### config.mk
export PLATFORM = sky130hd
export DESIGN_NAME = chess_move_sequencer_flat
export DESIGN_NICKNAME = d
export VERILOG_FILES = /design/src/rtl/chess_move_sequencer_if.sv /design/src/rtl/chess_move_sequencer.sv /design/src/flat_wrapper.sv
export SDC_FILE = /design/constraint.sdc
export NUM_CORES = 2
export LEC_CHECK = 0
export ABC_CLOCK_PERIOD_IN_PS = 31100
export BUFFER_PORTS_ARGS = -buffer_cell sky130_fd_sc_hd__buf_2
export CAP_MARGIN = 15
export CORE_AREA = 2 2 411 413
export CTS_CLUSTER_DIAMETER = 100
export CTS_CLUSTER_SIZE = 25
export DETAILED_ROUTE_END_ITERATION = 6
export DIE_AREA = 0 0 413 415
export REMOVE_ABC_BUFFERS = 1
export SYNTH_ARGS = -nofsm -noshare
export SYNTH_HDL_FRONTEND = slang
export SYNTH_SLANG_ARGS = --single-unit
export TNS_END_PERCENT = 30
### constraint.sdc
create_clock -name clock -period 31.1 [get_ports clock]
set_input_delay 0 -clock clock [delete_from_list [all_inputs] [get_ports clock]]
set_output_delay 0 -clock clock [all_outputs]
set_load 0.05 [all_outputs]
### src/rtl/chess_move_sequencer_if.sv
// Board I/O bundle for chess_move_sequencer: keys, lock switch, step
// strobe, start position and the registered game outputs.
interface chess_move_sequencer_if #(
    parameter int CHESS_SQUARES = 64,
    parameter int SQUARE_WIDTH  = 8
);
    logic                                    Tick;
    logic                                    KeyLeft;
    logic                                    KeyRight;
    logic                                    KeyUp;
    logic                                    KeyDown;
    logic                                    LockSwitch;
    logic [CHESS_SQUARES*SQUARE_WIDTH-1:0]   InitLayout;
    logic [CHESS_SQUARES*SQUARE_WIDTH-1:0]   Layout;
    logic                                    Turn;
    logic [2:0]                              State;
    logic [$clog2(CHESS_SQUARES)-1:0]        CursorIdx;
    logic                                    MoveDone;
    logic                                    Reject;
    logic                                    GameOver;
    logic                                    Winner;

    modport master (
        output Tick, KeyLeft, KeyRight, KeyUp, KeyDown, LockSwitch, InitLayout,
        input  Layout, Turn, State, CursorIdx, MoveDone, Reject, GameOver, Winner
    );

    modport slave (
        input  Tick, KeyLeft, KeyRight, KeyUp, KeyDown, LockSwitch, InitLayout,
        output Layout, Turn, State, CursorIdx, MoveDone, Reject, GameOver, Winner
    );
endinterface

### src/rtl/chess_move_sequencer.sv
// Two-player move sequencer: cursor navigation, source/destination lock,
// move commit, king-capture and turn-timeout game end.
module chess_move_sequencer #(
    parameter int CHESS_SQUARES = 64,
    parameter int SQUARE_WIDTH  = 8,
    parameter int TURN_TICKS    = 600
) (
    input logic                   clock,
    input logic                   resetApp,
    chess_move_sequencer_if.slave bus
);
    localparam int IDX_W   = $clog2(CHESS_SQUARES);
    localparam int FLAG_W  = SQUARE_WIDTH - 4;
    localparam int TIMER_W = $clog2(TURN_TICKS + 1);
    localparam int BOARD_W = CHESS_SQUARES * SQUARE_WIDTH;

    typedef enum logic [2:0] {
        LOAD    = 3'd0,
        SEL_SRC = 3'd1,
        SEL_DST = 3'd2,
        COMMIT  = 3'd3,
        OVER    = 3'd4
    } seqState_t;

    seqState_t           state, stateNext;
    logic [2:0]          cursorX, cursorY, cursorXNext, cursorYNext;
    logic [IDX_W-1:0]    srcIdx, srcIdxNext, dstIdx, dstIdxNext;
    logic [IDX_W-1:0]    cursorIdx, cursorIdxNext;
    logic                turn, turnNext;
    logic [TIMER_W-1:0]  timer, timerNext;
    logic                lockSample;
    logic                rejectReg, rejectNext;
    logic                gameOverReg, gameOverNext;
    logic                winnerReg, winnerNext;
    logic [BOARD_W-1:0]  layoutReg, layoutNext;

    logic [3:0]          cursorPiece;
    logic [2:0]          dstType;
    logic                lockEdge, timeout, ownPiece, srcShownNext;
    logic [3:0]          pieceSel;
    logic [FLAG_W-1:0]   flagSel;

    assign cursorIdx     = IDX_W'({cursorY, cursorX});
    assign cursorIdxNext = IDX_W'({cursorYNext, cursorXNext});
    assign cursorPiece   = layoutReg[cursorIdx*SQUARE_WIDTH +: 4];
    assign dstType       = layoutReg[dstIdx*SQUARE_WIDTH +: 3];
    assign lockEdge      = bus.LockSwitch & ~lockSample;
    assign ownPiece      = (cursorPiece[2:0] != 3'd0) && (cursorPiece[3] == turn);
    assign timeout       = ((state == SEL_SRC) || (state == SEL_DST)) && bus.Tick
                           && (timer == TIMER_W'(TURN_TICKS - 1));
    // The source stays highlighted through COMMIT and is cleared with the piece move.
    assign srcShownNext  = (stateNext == SEL_DST) || (stateNext == COMMIT);

    // Next-state, cursor, timer and lock bookkeeping.
    always_comb begin
        stateNext    = state;
        cursorXNext  = cursorX;
        cursorYNext  = cursorY;
        srcIdxNext   = srcIdx;
        dstIdxNext   = dstIdx;
        turnNext     = turn;
        timerNext    = timer;
        rejectNext   = 1'b0;
        gameOverNext = gameOverReg;
        winnerNext   = winnerReg;
        case (state)
            LOAD: stateNext = SEL_SRC;
            SEL_SRC, SEL_DST: begin
                if (timeout) begin
                    stateNext    = OVER;
                    gameOverNext = 1'b1;
                    winnerNext   = ~turn;
                end else begin
                    if (bus.Tick) begin
                        timerNext = timer + 1'b1;
                        if (!bus.KeyLeft)       cursorXNext = cursorX - 3'd1;
                        else if (!bus.KeyRight) cursorXNext = cursorX + 3'd1;
                        else if (!bus.KeyUp)    cursorYNext = cursorY - 3'd1;
                        else if (!bus.KeyDown)  cursorYNext = cursorY + 3'd1;
                    end
                    if (lockEdge) begin
                        if (state == SEL_SRC) begin
                            if (ownPiece) begin
                                srcIdxNext = cursorIdx;
                                stateNext  = SEL_DST;
                            end else begin
                                rejectNext = 1'b1;
                            end
                        end else if (cursorIdx == srcIdx) begin
                            stateNext = SEL_SRC;
                        end else if (ownPiece) begin
                            rejectNext = 1'b1;
                        end else begin
                            dstIdxNext = cursorIdx;
                            stateNext  = COMMIT;
                        end
                    end
                end
            end
            COMMIT: begin
                timerNext = '0;
                if (dstType == 3'd6) begin
                    stateNext    = OVER;
                    gameOverNext = 1'b1;
                    winnerNext   = turn;
                end else begin
                    turnNext  = ~turn;
                    stateNext = SEL_SRC;
                end
            end
            OVER: ;
            default: stateNext = LOAD;
        endcase
    end

    // Board image for the next cycle: piece nibbles plus cursor/source flags.
    always_comb begin
        layoutNext = layoutReg;
        pieceSel   = '0;
        flagSel    = '0;
        for (int unsigned i = 0; i < CHESS_SQUARES; i++) begin
            pieceSel = layoutReg[i*SQUARE_WIDTH +: 4];
            if (state == LOAD) begin
                pieceSel = bus.InitLayout[i*SQUARE_WIDTH +: 4];
            end else if (state == COMMIT) begin
                if (IDX_W'(i) == dstIdx)      pieceSel = layoutReg[srcIdx*SQUARE_WIDTH +: 4];
                else if (IDX_W'(i) == srcIdx) pieceSel = '0;
            end
            flagSel = '0;
            if (IDX_W'(i) == cursorIdxNext)                 flagSel[0] = 1'b1;
            if (srcShownNext && (IDX_W'(i) == srcIdxNext))  flagSel[1] = 1'b1;
            layoutNext[i*SQUARE_WIDTH +: SQUARE_WIDTH] = {flagSel, pieceSel};
        end
    end

    // Control and status registers.
    always_ff @(posedge clock or posedge resetApp) begin
        if (resetApp) begin
            state       <= LOAD;
            cursorX     <= 3'd2;
            cursorY     <= 3'd3;
            srcIdx      <= '0;
            dstIdx      <= '0;
            turn        <= 1'b0;
            timer       <= '0;
            lockSample  <= 1'b0;
            rejectReg   <= 1'b0;
            gameOverReg <= 1'b0;
            winnerReg   <= 1'b0;
        end else begin
            state       <= stateNext;
            cursorX     <= cursorXNext;
            cursorY     <= cursorYNext;
            srcIdx      <= srcIdxNext;
            dstIdx      <= dstIdxNext;
            turn        <= turnNext;
            timer       <= timerNext;
            lockSample  <= bus.LockSwitch;
            rejectReg   <= rejectNext;
            gameOverReg <= gameOverNext;
            winnerReg   <= winnerNext;
        end
    end

    // Board register; a timeout freezes the image exactly as it was shown.
    always_ff @(posedge clock or posedge resetApp) begin
        if (resetApp) begin
            layoutReg <= '0;
        end else if ((state != OVER) && !timeout) begin
            layoutReg <= layoutNext;
        end
    end

    assign bus.Layout    = layoutReg;
    assign bus.Turn      = turn;
    assign bus.State     = state;
    assign bus.CursorIdx = cursorIdx;
    assign bus.MoveDone  = (state == COMMIT);
    assign bus.Reject    = rejectReg;
    assign bus.GameOver  = gameOverReg;
    assign bus.Winner    = winnerReg;
endmodule

### src/flat_wrapper.sv
// flat-port wrapper written by rule: the top's interface ports become plain ports
module chess_move_sequencer_flat 
#(
    parameter int CHESS_SQUARES = 64,
    parameter int SQUARE_WIDTH  = 8,
    parameter int TURN_TICKS    = 600
)
  (clock, resetApp, bus_Tick, bus_KeyLeft, bus_KeyRight, bus_KeyUp, bus_KeyDown, bus_LockSwitch, bus_InitLayout, bus_Layout, bus_Turn, bus_State, bus_CursorIdx, bus_MoveDone, bus_Reject, bus_GameOver, bus_Winner);
  chess_move_sequencer_if #(.CHESS_SQUARES(CHESS_SQUARES), .SQUARE_WIDTH(SQUARE_WIDTH)) bus_i ();
  input logic clock;
  input logic resetApp;
  input wire logic [$bits(bus_i.Tick)-1:0] bus_Tick;
  input wire logic [$bits(bus_i.KeyLeft)-1:0] bus_KeyLeft;
  input wire logic [$bits(bus_i.KeyRight)-1:0] bus_KeyRight;
  input wire logic [$bits(bus_i.KeyUp)-1:0] bus_KeyUp;
  input wire logic [$bits(bus_i.KeyDown)-1:0] bus_KeyDown;
  input wire logic [$bits(bus_i.LockSwitch)-1:0] bus_LockSwitch;
  input wire logic [$bits(bus_i.InitLayout)-1:0] bus_InitLayout;
  output wire logic [$bits(bus_i.Layout)-1:0] bus_Layout;
  output wire logic [$bits(bus_i.Turn)-1:0] bus_Turn;
  output wire logic [$bits(bus_i.State)-1:0] bus_State;
  output wire logic [$bits(bus_i.CursorIdx)-1:0] bus_CursorIdx;
  output wire logic [$bits(bus_i.MoveDone)-1:0] bus_MoveDone;
  output wire logic [$bits(bus_i.Reject)-1:0] bus_Reject;
  output wire logic [$bits(bus_i.GameOver)-1:0] bus_GameOver;
  output wire logic [$bits(bus_i.Winner)-1:0] bus_Winner;
  assign bus_i.Tick = bus_Tick;
  assign bus_i.KeyLeft = bus_KeyLeft;
  assign bus_i.KeyRight = bus_KeyRight;
  assign bus_i.KeyUp = bus_KeyUp;
  assign bus_i.KeyDown = bus_KeyDown;
  assign bus_i.LockSwitch = bus_LockSwitch;
  assign bus_i.InitLayout = bus_InitLayout;
  assign bus_Layout = bus_i.Layout;
  assign bus_Turn = bus_i.Turn;
  assign bus_State = bus_i.State;
  assign bus_CursorIdx = bus_i.CursorIdx;
  assign bus_MoveDone = bus_i.MoveDone;
  assign bus_Reject = bus_i.Reject;
  assign bus_GameOver = bus_i.GameOver;
  assign bus_Winner = bus_i.Winner;
  chess_move_sequencer #(.CHESS_SQUARES(CHESS_SQUARES), .SQUARE_WIDTH(SQUARE_WIDTH), .TURN_TICKS(TURN_TICKS)) u_core (.clock(clock), .resetApp(resetApp), .bus(bus_i));
endmodule
==> results.py <==
metrics = {
    "power": {
        "p_int_mw": 1.819,
        "power_frac_seq_pct": 24.1,
        "leakage_nw": 14.47,
        "peakVddDrop_uv": 100.1,
        "clockPowerShare_pct": 9.7,
        "power_switching_mw": 3.212,
        "powerDensity_mw_per_mm2": 144.6,
        "p_comb_share_pct": 66.2,
        "switching_share_pct": 63.85,
    },
    "place": {
        "place.port_buffers": 661,
        "dpl.hpwl_um": 137900,
        "gp_congestion": 0.9137,
        "placed_area_sq_mm": 0.03090,
    },
    "clock_tree": {
        "post_cts_resized": 0,
        "clock_path_buffers": 3,
        "cts_sinks": 420,
        "clk_pin_slew_ns": 0.10,
        "cts_tree": "built",
        "h-tree-depth": 1,
        "clk_latency_ns": 0.71,
        "numCtsBuffers": 31,
        "cts_root_buf": "clkbuf_16",
    },
    "timing": {
        "hold_viol_final": 27,
        "setup_violations": 0,
        "fin_setup_tns_ns": 0,
        "slew_headroom_pct": 13.68,
        "tightest_slew_ns": 1.290,
        "final.period_utilization_pct": 16.93,
        "worst_hold_slack_ns": -0.08048,
        "clock.fmax_mhz": 189.9,
        "timing.final.crit_period_ns": 5.266,
        "fin_worst_skew_ns": 0.03752,
        "final_max_slew_viol_count": 0,
        "rsz0062_at_grt": "no",
    },
    "layout": {
        "n_fill_cell": 18460,
        "area_delta_synth_final_pct": 34.97,
        "nets": 4039,
        "design_area_sq_mm": 0.03478,
        "drive_gt1_share_pct": 27.47,
    },
    "setup_path": {
        "path_buf_inv": 1,
        "cp-end-kind": "register",
        "required_ns": 31.63,
        "startpoint_type": "register",
        "arrival_ns": 5.79,
        "path_cells": "buf_4, mux2i_1, a22oi_1, a21oi_1, nor4_1, mux2_2, o211a_4, a21oi_1, o211ai_2, o21ai_0",
        "critPathKind": "register to register",
        "worst_path_most_repeated_cell": "a21oi_1",
        "crit_family": "compound AO/OA/AOI/OAI gates",
        "cp_num_cells": 10,
        "slowest_stage": "nor4_1",
        "r2r_cells": 10,
        "crit_path_max_fanout": 40,
        "critPathMaxStageDelay_ns": 1.05,
    },
    "yosys": {
        "synth_cells": 2687,
        "synth_ff_type": "dfrtp_1",
        "synth_cell_types": 78,
        "synth.cells.most_frequent": "417 x dfrtp_1, 355 x nor2_1, 259 x a22oi_1",
        "yosysWarnings": 0,
        "yosysMostFrequentCell": "dfrtp_1",
        "syn_area_per_cell_sq_um": 9.591,
        "synthTopCellsByArea": "dfrtp_1 40%, mux4_2 10%, a22oi_1 7.5%, nor2_1 5.2%, a21oi_1 4.8%",
        "synth_top_area_cell": "dfrtp_1",
        "syn-cell-area_sq_mm": 0.02577,
        "synth_top_area_share_pct": 40.49,
        "yosysSeqAreaShare_pct": 40.80,
        "synth-seq-cells": 420,
        "synth-async-reset-ratio_pct": 100.0,
        "synth_edf_count": 0,
    },
    "floorplanning": {
        "ioPinCount": 1046,
        "initial_core_util_pct": 15.46,
        "die_w_um": 413,
        "core_sq_mm": 0.1667,
        "die_h_um": 415,
        "die_area_sq_mm": 0.1714,
        "rows": 150,
    },
    "detailed_routing": {
        "route.vias.total": 27130,
        "vias_per_cell": 4.714,
        "ant_nets": 0,
        "dr.pass1.iters": 7,
        "drc": 2,
        "totalWireLength_um": 175900,
        "avgRoutedWirePerCell_um": 30.58,
        "drtIter0Drc": 3171,
    },
    "outcome": {
        "status": "finished with violations",
        "violations": "design-rule violations, negative hold slack",
    },
    "global_routing": {
        "overflow": 0,
        "grt_usage_pct": 19.62,
        "grt_max_degree": 108,
        "use_met3_pct": 5.135,
        "grtUsageMet2_pct": 30.48,
        "met1_usage_pct": 26.18,
        "grt_pass1_wl_um": 230500,
        "top_usage_layer": "met2",
        "antenna_found_initial": 26,
        "grt_pass1_vias": 25840,
    },
    "min_path": {
        "hp-class": "input port to async pin",
    },
    "run": {
        "drv_cap": 0,
    },
}
[sequential cells by signal (all words and copies together), names as in the netlist, 3 cells and up]
signal and cells:
u_core.bus.State 3, u_core.cursorY 3, u_core.cursorX 3, u_core.timer 10, u_core.srcIdx 6, u_core.dstIdx 6, u_core.bus.Layout 384
[timing repair]
item,in CTS,in global routing
hold buffers,264,0
endpoints found under the hold margin,377,0
setup buffers,0,0
[power groups by stage]
stage	Sequential, mW	Clock (mW)	Combinational, mW
6_report	1.21	0.487	3.33
3_3_place_gp	1.21	0	3.27
5_1_grt	1.23	0.515	3.49
4_1_cts	1.20	0.502	3.33
3_5_place_dp	1.21	0	3.29
2_1_floorplan	1.69	0	1.36
[final timing paths]
path                                                     from                                 end  slack (ns)
hold / removal                                       resetApp   u_core.bus.Layout[98]$_DFFE_PP0P_       -0.08
min in group clock                                bus_KeyDown         u_core.cursorY[0]$_DFF_PP1_        0.03
hold reg to reg            u_core.bus.Layout[429]$_DFFE_PP0P_  u_core.bus.Layout[429]$_DFFE_PP0P_        0.48
setup / recovery                  u_core.cursorX[0]$_DFF_PP0_  u_core.bus.Layout[461]$_DFFE_PP0P_       25.83
setup reg to reg                  u_core.cursorX[0]$_DFF_PP0_  u_core.bus.Layout[461]$_DFFE_PP0P_       25.83
max in group asynchronous                            resetApp  u_core.bus.Layout[443]$_DFFE_PP0P_       28.53
[per-stage QoR]
step	worst slack (ns)	std cells	power (mW)	utilization, %	hold slack [ns]
finish	25.83	5754	5.031	20.87	-0.08048
CTS	25.86	5741	5.033	20.84	0.0004796
floorplan	9.978	2495	3.048	-	0.03143
global placement	25.92	5419	4.476	18.54	0.1318
detailed placement	25.89	5419	4.505	18.54	0.1369
global route	25.70	5744	5.241	20.86	0.007104
[kinds of logic (layout without fill, tap and decap cells)]
family	count (synthesis)	after routing	share of synthesized area [%]
buf+inv	366	1091	8.065
flops	420	420	40.80
simple gates	768	768	13.12
xor+xnor	21	21	0.7137
compound gates	923	923	24.08
other cells	1	139	0.01455
mux	182	182	12.93
fa+ha+maj	6	6	0.2816
[routing by layer]
metal	vias up	routed length, um
met5	-	142
met4	24	7409
met3	260	17080
met2	1723	77590
met1	13590	73730
li1	11530	-
[tightest hold or removal path, delay by kind of cell]
| family | cells | cell delay [ns] |
|---|---|---|
| buffers and inverters | 3 | 1.13 |
[cell type report]
cell class / count / area [sq um] / area share [%]
timing repair buffer: 986 / 6420 / 18.46
clock inverter: 20 / 360.3 / 1.036
sequential: 420 / 10530 / 30.26
antenna: 11 / 27.53 / 0.07914
inverter: 47 / 183.9 / 0.5288
tap: 2204 / 2758 / 7.928
clock buffer: 38 / 822.0 / 2.363
multi-input combinational: 2028 / 13680 / 39.34
[placed cells by master, fill, tap and decap left out, types with 11 or more instances in the layout]
cell type	count
dfrtp_1	411
a221oi_1	41
nand2b_1	18
inv_1	42
buf_2	661
nor3b_1	36
buf_4	59
a32oi_1	30
mux4_2	120
a21oi_1	246
clkbuf_16	31
a31oi_1	29
xor2_1	12
nor3_1	33
dlygate4sd3_1	264
nand2_1	223
o21ai_0	65
diode_2	11
a221oi_2	13
o21ai_1	111
o22ai_1	21
a22o_1	34
nand3_1	17
nor2b_1	12
conb_1	128
a22oi_1	259
mux2i_1	55
nor2_1	353
Power figures use the tool's default switching activity.
